==> src/rtl/ac_regref_seq.sv <==
// ---------------------------------------------------------------------------
// ac_regref_seq
//
// Sequences one register-reference instruction on the AC/E datapath. The
// operand word is captured on start. The AC/E micro-operation strobes are
// then issued one per cycle in fixed priority order, and the skip tests are
// evaluated against the updated AC/E. The block reports done/skip and a
// sticky halt.
//
// Ports
//   clk          system clock, rising edge
//   rst_n        synchronous active-low reset
//   start        request, sampled only in IDLE while halt=0
//   op[11:0]     register-reference word, captured with start
//                11 CLA 10 CLE 9 CMA 8 CME 7 CIR 6 CIL 5 INC
//                 4 SPA  3 SNA 2 SZA 1 SZE 0 HLT
//   ac_in        current AC from the AC/E block
//   e_in         current E from the AC/E block
//   ac_clr..ac_inc  AC/E strobes, at most one high per cycle
//   busy         high whenever not IDLE
//   done         one-cycle completion pulse
//   skip         skip result, valid only while done=1
//   halt         sticky halt flag, cleared only by reset
// ---------------------------------------------------------------------------
module ac_regref_seq #(
    parameter int DATA_W = 16
) (
    input  logic              clk,
    input  logic              rst_n,
    input  logic              start,
    input  logic [11:0]       op,
    input  logic [DATA_W-1:0] ac_in,
    input  logic              e_in,
    output logic              ac_clr,
    output logic              ac_cle,
    output logic              ac_cma,
    output logic              ac_cme,
    output logic              ac_cir,
    output logic              ac_cil,
    output logic              ac_inc,
    output logic              busy,
    output logic              done,
    output logic              skip,
    output logic              halt
);

    // state | meaning
    // IDLE  | waiting for start (ignored while halt=1)
    // EXEC  | one strobe per cycle for the highest pending micro-op bit
    // TEST  | AC/E settled; evaluate skip conditions
    // DONE  | done pulse, skip valid, halt raised if HLT was set
    typedef enum logic [1:0] {
        IDLE = 2'd0,
        EXEC = 2'd1,
        TEST = 2'd2,
        DONE = 2'd3
    } state_t;

    state_t      state;
    logic [11:0] pend;

    // Micro-op field of the pending word, bit 6 = CLA ... bit 0 = INC.
    logic [6:0] mop_pend;
    logic [6:0] mop_sel;
    logic [6:0] mop_rest;
    logic       mop_found;

    logic       ac_sign;
    logic       ac_zero;
    logic       test_hit;

    assign mop_pend = pend[11:5];

    // Pick the highest-priority pending micro-op (CLA first, INC last).
    always_comb begin
        mop_sel   = '0;
        mop_found = 1'b0;
        for (int i = 6; i >= 0; i--) begin
            if (mop_pend[i] && !mop_found) begin
                mop_sel[i] = 1'b1;
                mop_found  = 1'b1;
            end
        end
    end

    assign mop_rest = mop_pend & ~mop_sel;

    // Strobes decode straight from state and pending bits so the AC/E block
    // acts on the edge that ends the strobe cycle.
    always_comb begin
        {ac_clr, ac_cle, ac_cma, ac_cme, ac_cir, ac_cil, ac_inc} = 7'b0;
        if (state == EXEC) begin
            {ac_clr, ac_cle, ac_cma, ac_cme, ac_cir, ac_cil, ac_inc} = mop_sel;
        end
    end

    assign ac_sign  = ac_in[DATA_W-1];
    assign ac_zero  = (ac_in == '0);
    assign test_hit = (pend[4] & ~ac_sign)
                    | (pend[3] &  ac_sign)
                    | (pend[2] &  ac_zero)
                    | (pend[1] & ~e_in);

    always_ff @(posedge clk) begin
        if (!rst_n) begin
            state <= IDLE;
            pend  <= '0;
            busy  <= 1'b0;
            done  <= 1'b0;
            skip  <= 1'b0;
            halt  <= 1'b0;
        end else begin
            done <= 1'b0;
            skip <= 1'b0;
            case (state)
                IDLE: begin
                    if (start && !halt) begin
                        pend  <= op;
                        busy  <= 1'b1;
                        state <= (|op[11:5]) ? EXEC : TEST;
                    end
                end
                EXEC: begin
                    pend[11:5] <= mop_rest;
                    if (mop_rest == '0) begin
                        state <= TEST;
                    end
                end
                TEST: begin
                    // skip and done land together so skip is only ever
                    // visible alongside done.
                    skip  <= test_hit;
                    done  <= 1'b1;
                    if (pend[0]) begin
                        halt <= 1'b1;
                    end
                    state <= DONE;
                end
                DONE: begin
                    busy  <= 1'b0;
                    pend  <= '0;
                    state <= IDLE;
                end
                default: begin
                    state <= IDLE;
                end
            endcase
        end
    end

    a_strobe_onehot : assert property (@(posedge clk) disable iff (!rst_n)
        $onehot0({ac_clr, ac_cle, ac_cma, ac_cme, ac_cir, ac_cil, ac_inc}));

    a_skip_only_with_done : assert property (@(posedge clk) disable iff (!rst_n)
        skip |-> done);

    a_busy_matches_state : assert property (@(posedge clk) disable iff (!rst_n)
        busy == (state != IDLE));

    a_halt_sticky : assert property (@(posedge clk) disable iff (!rst_n)
        halt |=> halt);

endmodule

==> config.mk <==
export PLATFORM = sky130hd
export DESIGN_NAME = ac_regref_seq
export DESIGN_NICKNAME = d
export VERILOG_FILES = /design/src/rtl/ac_regref_seq.sv
export SDC_FILE = /design/constraint.sdc
export NUM_CORES = 1
export LEC_CHECK = 0
export ABC_CLOCK_PERIOD_IN_PS = 1500
export CORE_MARGIN = 1
export CORE_UTILIZATION = 39
export CTS_BUF_LIST = sky130_fd_sc_hd__clkbuf_2 sky130_fd_sc_hd__clkbuf_4 sky130_fd_sc_hd__clkbuf_8
export DETAILED_ROUTE_END_ITERATION = 8
export GPL_TIMING_DRIVEN = 0
export PLACE_DENSITY = 0.76
export SYNTH_ARGS = -nofsm -noshare
export SYNTH_HDL_FRONTEND = slang
export SYNTH_SLANG_ARGS = --single-unit
==> constraint.sdc <==
create_clock -name clk -period 1.5 [get_ports clk]
set_input_delay 0.3 -clock clk [delete_from_list [all_inputs] [get_ports clk]]
set_output_delay 0.3 -clock clk [all_outputs]
set_load 0.02 [all_outputs]
==> key figures <==
Pwr
  • Total leakage power: just under 0.7 nW
  • VDD IR max: 0.0009838 V
  • Pwr Density: about 1500 nW/um^2

Cells and area
  • Syn-to-layout area delta: 73.11%
  • Final #Nets: approximately 210
  • Util after Layout: 0.7467
  • Diode count: 0
  • Most frequent cells in the layout: clkdlybuf4s50_1, nor2_1, dfxtp_1, a21oi_1, buf_6
  • Most common cell after layout, fill and taps aside: clkdlybuf4s50_1
  • Layout cells sized above 1: 0.3086

Setup path
  • Critical path data required time: 1.20 ns
  • RR Startpoint: state[1]
  • Worst R2R Path Depth: 8
  • Worst reg2reg path endpoint: state[0]
  • Crit path DAT: 1.32 ns
  • Crit-path max FO: 8
  • R2R setup slack: -0.10 ns
  • Critical setup path kind: reg2out
  • Crit start category: flip-flop
  • Critical path capture point type: output port

Placement
  • DP HPWL: ~2100 um
  • IO buf count: between 40 and 50
  • GPL Wtd Cong: ~0.90

Global route
  • Global route overflow: 0
  • Gr usage total: 0.2503
  • Vias in the first global route: about 1.2k
  • Initial antenna violation count: 0
  • Largest net degree at the start of global routing: 11
  • First-pass GRT wire length: around 5100 um

Clock tree
  • Clock Path Buffers: 2
  • Clk sink count: 18
  • Clk root buf: clkbuf_4
  • Total CTS buffers: 3
  • Reg clk slew, reported paths: about 0.1 ns
  • H-tree depth: 1
  • # hold bufs at CTS: 0
  • Worst-Skew Late Latency: roughly 0.3 ns
  • CTS tree: done

Min path
  • Worst hold endpoint: skip
  • Hold Crit Depth: 2
  • HP Class: reg2reg
  • Hold_sp: pend[1]

Run status
  • Status: finished, violations left
  • Failing checks: setup timing

Floorplanning
  • Die W: 52.41 um
  • # IOs: 43
  • Row cnt: 17
  • Die ar.: 2746 um^2
  • DIE HEIGHT: between 50 and 60 um
  • Core box area: approximately 2300 um^2
  • Starting Density: 0.4314

Logic synthesis
  • Synth warnings: 0
  • Async S/R FF share, synth: 0
  • Most used DFF post-synth: dfxtp_1
  • #FFs+latches synth: 18
  • Synthesized area per cell: a little over 8 um^2
  • Mapped Cells: 120
  • Synth cell types: 35
  • Synthesized net count: roughly 160
  • Post-synth EDFFs: 0
  • Sequential share of the synthesized area: 0.3636
  • Synth Cell Area: slightly below 1000 um^2

STA
  • Max Fclk: between 0.6 and 0.7 GHz
  • Final setup violation count: 10
  • Final hold vios: 0
  • Clock skew: 0.005254 ns
  • RSZ-0062 raised after global routing: yes
  • Slew headroom: 0.6886
  • Slew Limit Fails: 0
  • Slew @ Worst Pin: 0.4671 ns
  • Setup Total Neg Slack: -0.7828 ns
  • Final WS setup: -0.1162 ns
  • Tmin final: 1.616 ns
  • Period utilization: 1.077

Detailed routing
  • Via count: ~1.1k
  • 1st-iter DRT viols: 31
  • TritonRoute pass-1 iters: 4
  • WL/cell: around 16 um
  • Final ANT Viol Nets: 0
  • Post-Route WL: between 3000 and 4000 um
  • DRC: 0
  • Via density: between 5 and 6

Flow run
  • Max cap viols: 0
[final cells by class]
type,count,area [um^2]
multi-input cells,95,739.5
fillers,152,581.8
repair buffers,52,506.7
flip-flops and latches,18,371.6
well taps,28,35.03
clock buffers,3,22.52
inverters,5,21.27
plain buffers,2,18.77
[metrics by stage]
stage / instances / cell area (um^2) / total power [mW] / setup slack, ns / hold slack, ns
final: 203 / 1715 / 2.541 / -0.1162 / 0.5006
after floorplan: 120 / 1005 / 1.437 / 0.005597 / 0.4354
after global placement: 190 / 1460 / 1.745 / -0.6707 / 0.4625
after CTS: 201 / 1620 / 2.270 / -0.1248 / 0.4896
after global routing: 203 / 1715 / 2.722 / -0.1986 / 0.5347
after detailed placement: 190 / 1460 / 1.759 / -0.6903 / 0.4737
[timing repair]
item | CTS | global route
endpoints found under the setup margin | 25 | 22
pin swaps | 5 | 7
resized for setup | 68 | 21
buffers inserted | 8 | 2
gates cloned | 0 | 0
[worst max path at each step]
| stage | start | end | slack [ns] | cells past startpoint |
|---|---|---|---|---|
| after floorplan | state[1] | state[0] | 0.006 | 7 |
| final | state[0] | ac_cir | -0.12 | 4 |
| after detailed placement | state[1] | ac_cma | -0.69 | 6 |
| after global placement | state[1] | ac_cma | -0.67 | 6 |
| after global routing | pend[11] | ac_cir | -0.20 | 3 |
| after CTS | state[1] | ac_cir | -0.12 | 5 |
[power breakdown]
part	switching [mW]	internal (mW)	total [mW]
combinational	0.800	0.747	1.55
clock	0.154	0.0938	0.248
sequential	0.137	0.609	0.746
total	1.09	1.45	2.54
[cell families (layout without fill, tap and decap cells)]
family                     after synthesis  count (layout)  share of synthesized area
and+or+nand+nor                         51              51                     0.2854
adders and majority gates                5               5                    0.06313
DFF                                     18              18                     0.3636
muxes                                    1               1                    0.01010
AOI/OAI and AO/OA                       38              38                     0.2513
buffers and inverters                    7              62                    0.02651
[synthesized netlist by cell type, types with 2 or more instances]
library cell	count	area (um^2)
and4_1	2	17.52
inv_1	4	15.01
clkbuf_1	2	7.510
nor2b_1	2	12.51
o21ai_1	4	20.02
nor4_1	4	25.02
nor4b_1	2	17.52
nor2_1	18	67.56
a22oi_1	8	60.06
nand2b_1	2	12.51
ha_1	5	62.56
and3_1	3	18.77
dfxtp_1	18	360.4
nor3_1	3	15.01
a21oi_1	13	65.06
o21ai_0	4	20.02
nand2_1	6	22.52
and2_1	3	18.77
[worst max-delay path, stage by stage (launching register included)]
cell and delay (ns):
dfxtp_4 0.41, ha_4 0.15, buf_8 0.12, and4b_1 0.21
buf_6 0.12
[flip-flops by register name (all words and copies together), names as in the netlist]
| name | cells |
|---|---|
| busy | 1 |
| done | 1 |
| halt | 1 |
| pend | 12 |
| skip | 1 |
| state | 2 |
[routing by layer]
metal,track usage,wire length [um],vias to the layer above
met5,0,0,-
met4,0.1184,90,0
met3,0.04928,142,11
met2,0.4241,1614,35
met1,0.2991,1331,524
li1,-,-,557
Power figures use the tool's default switching activity.
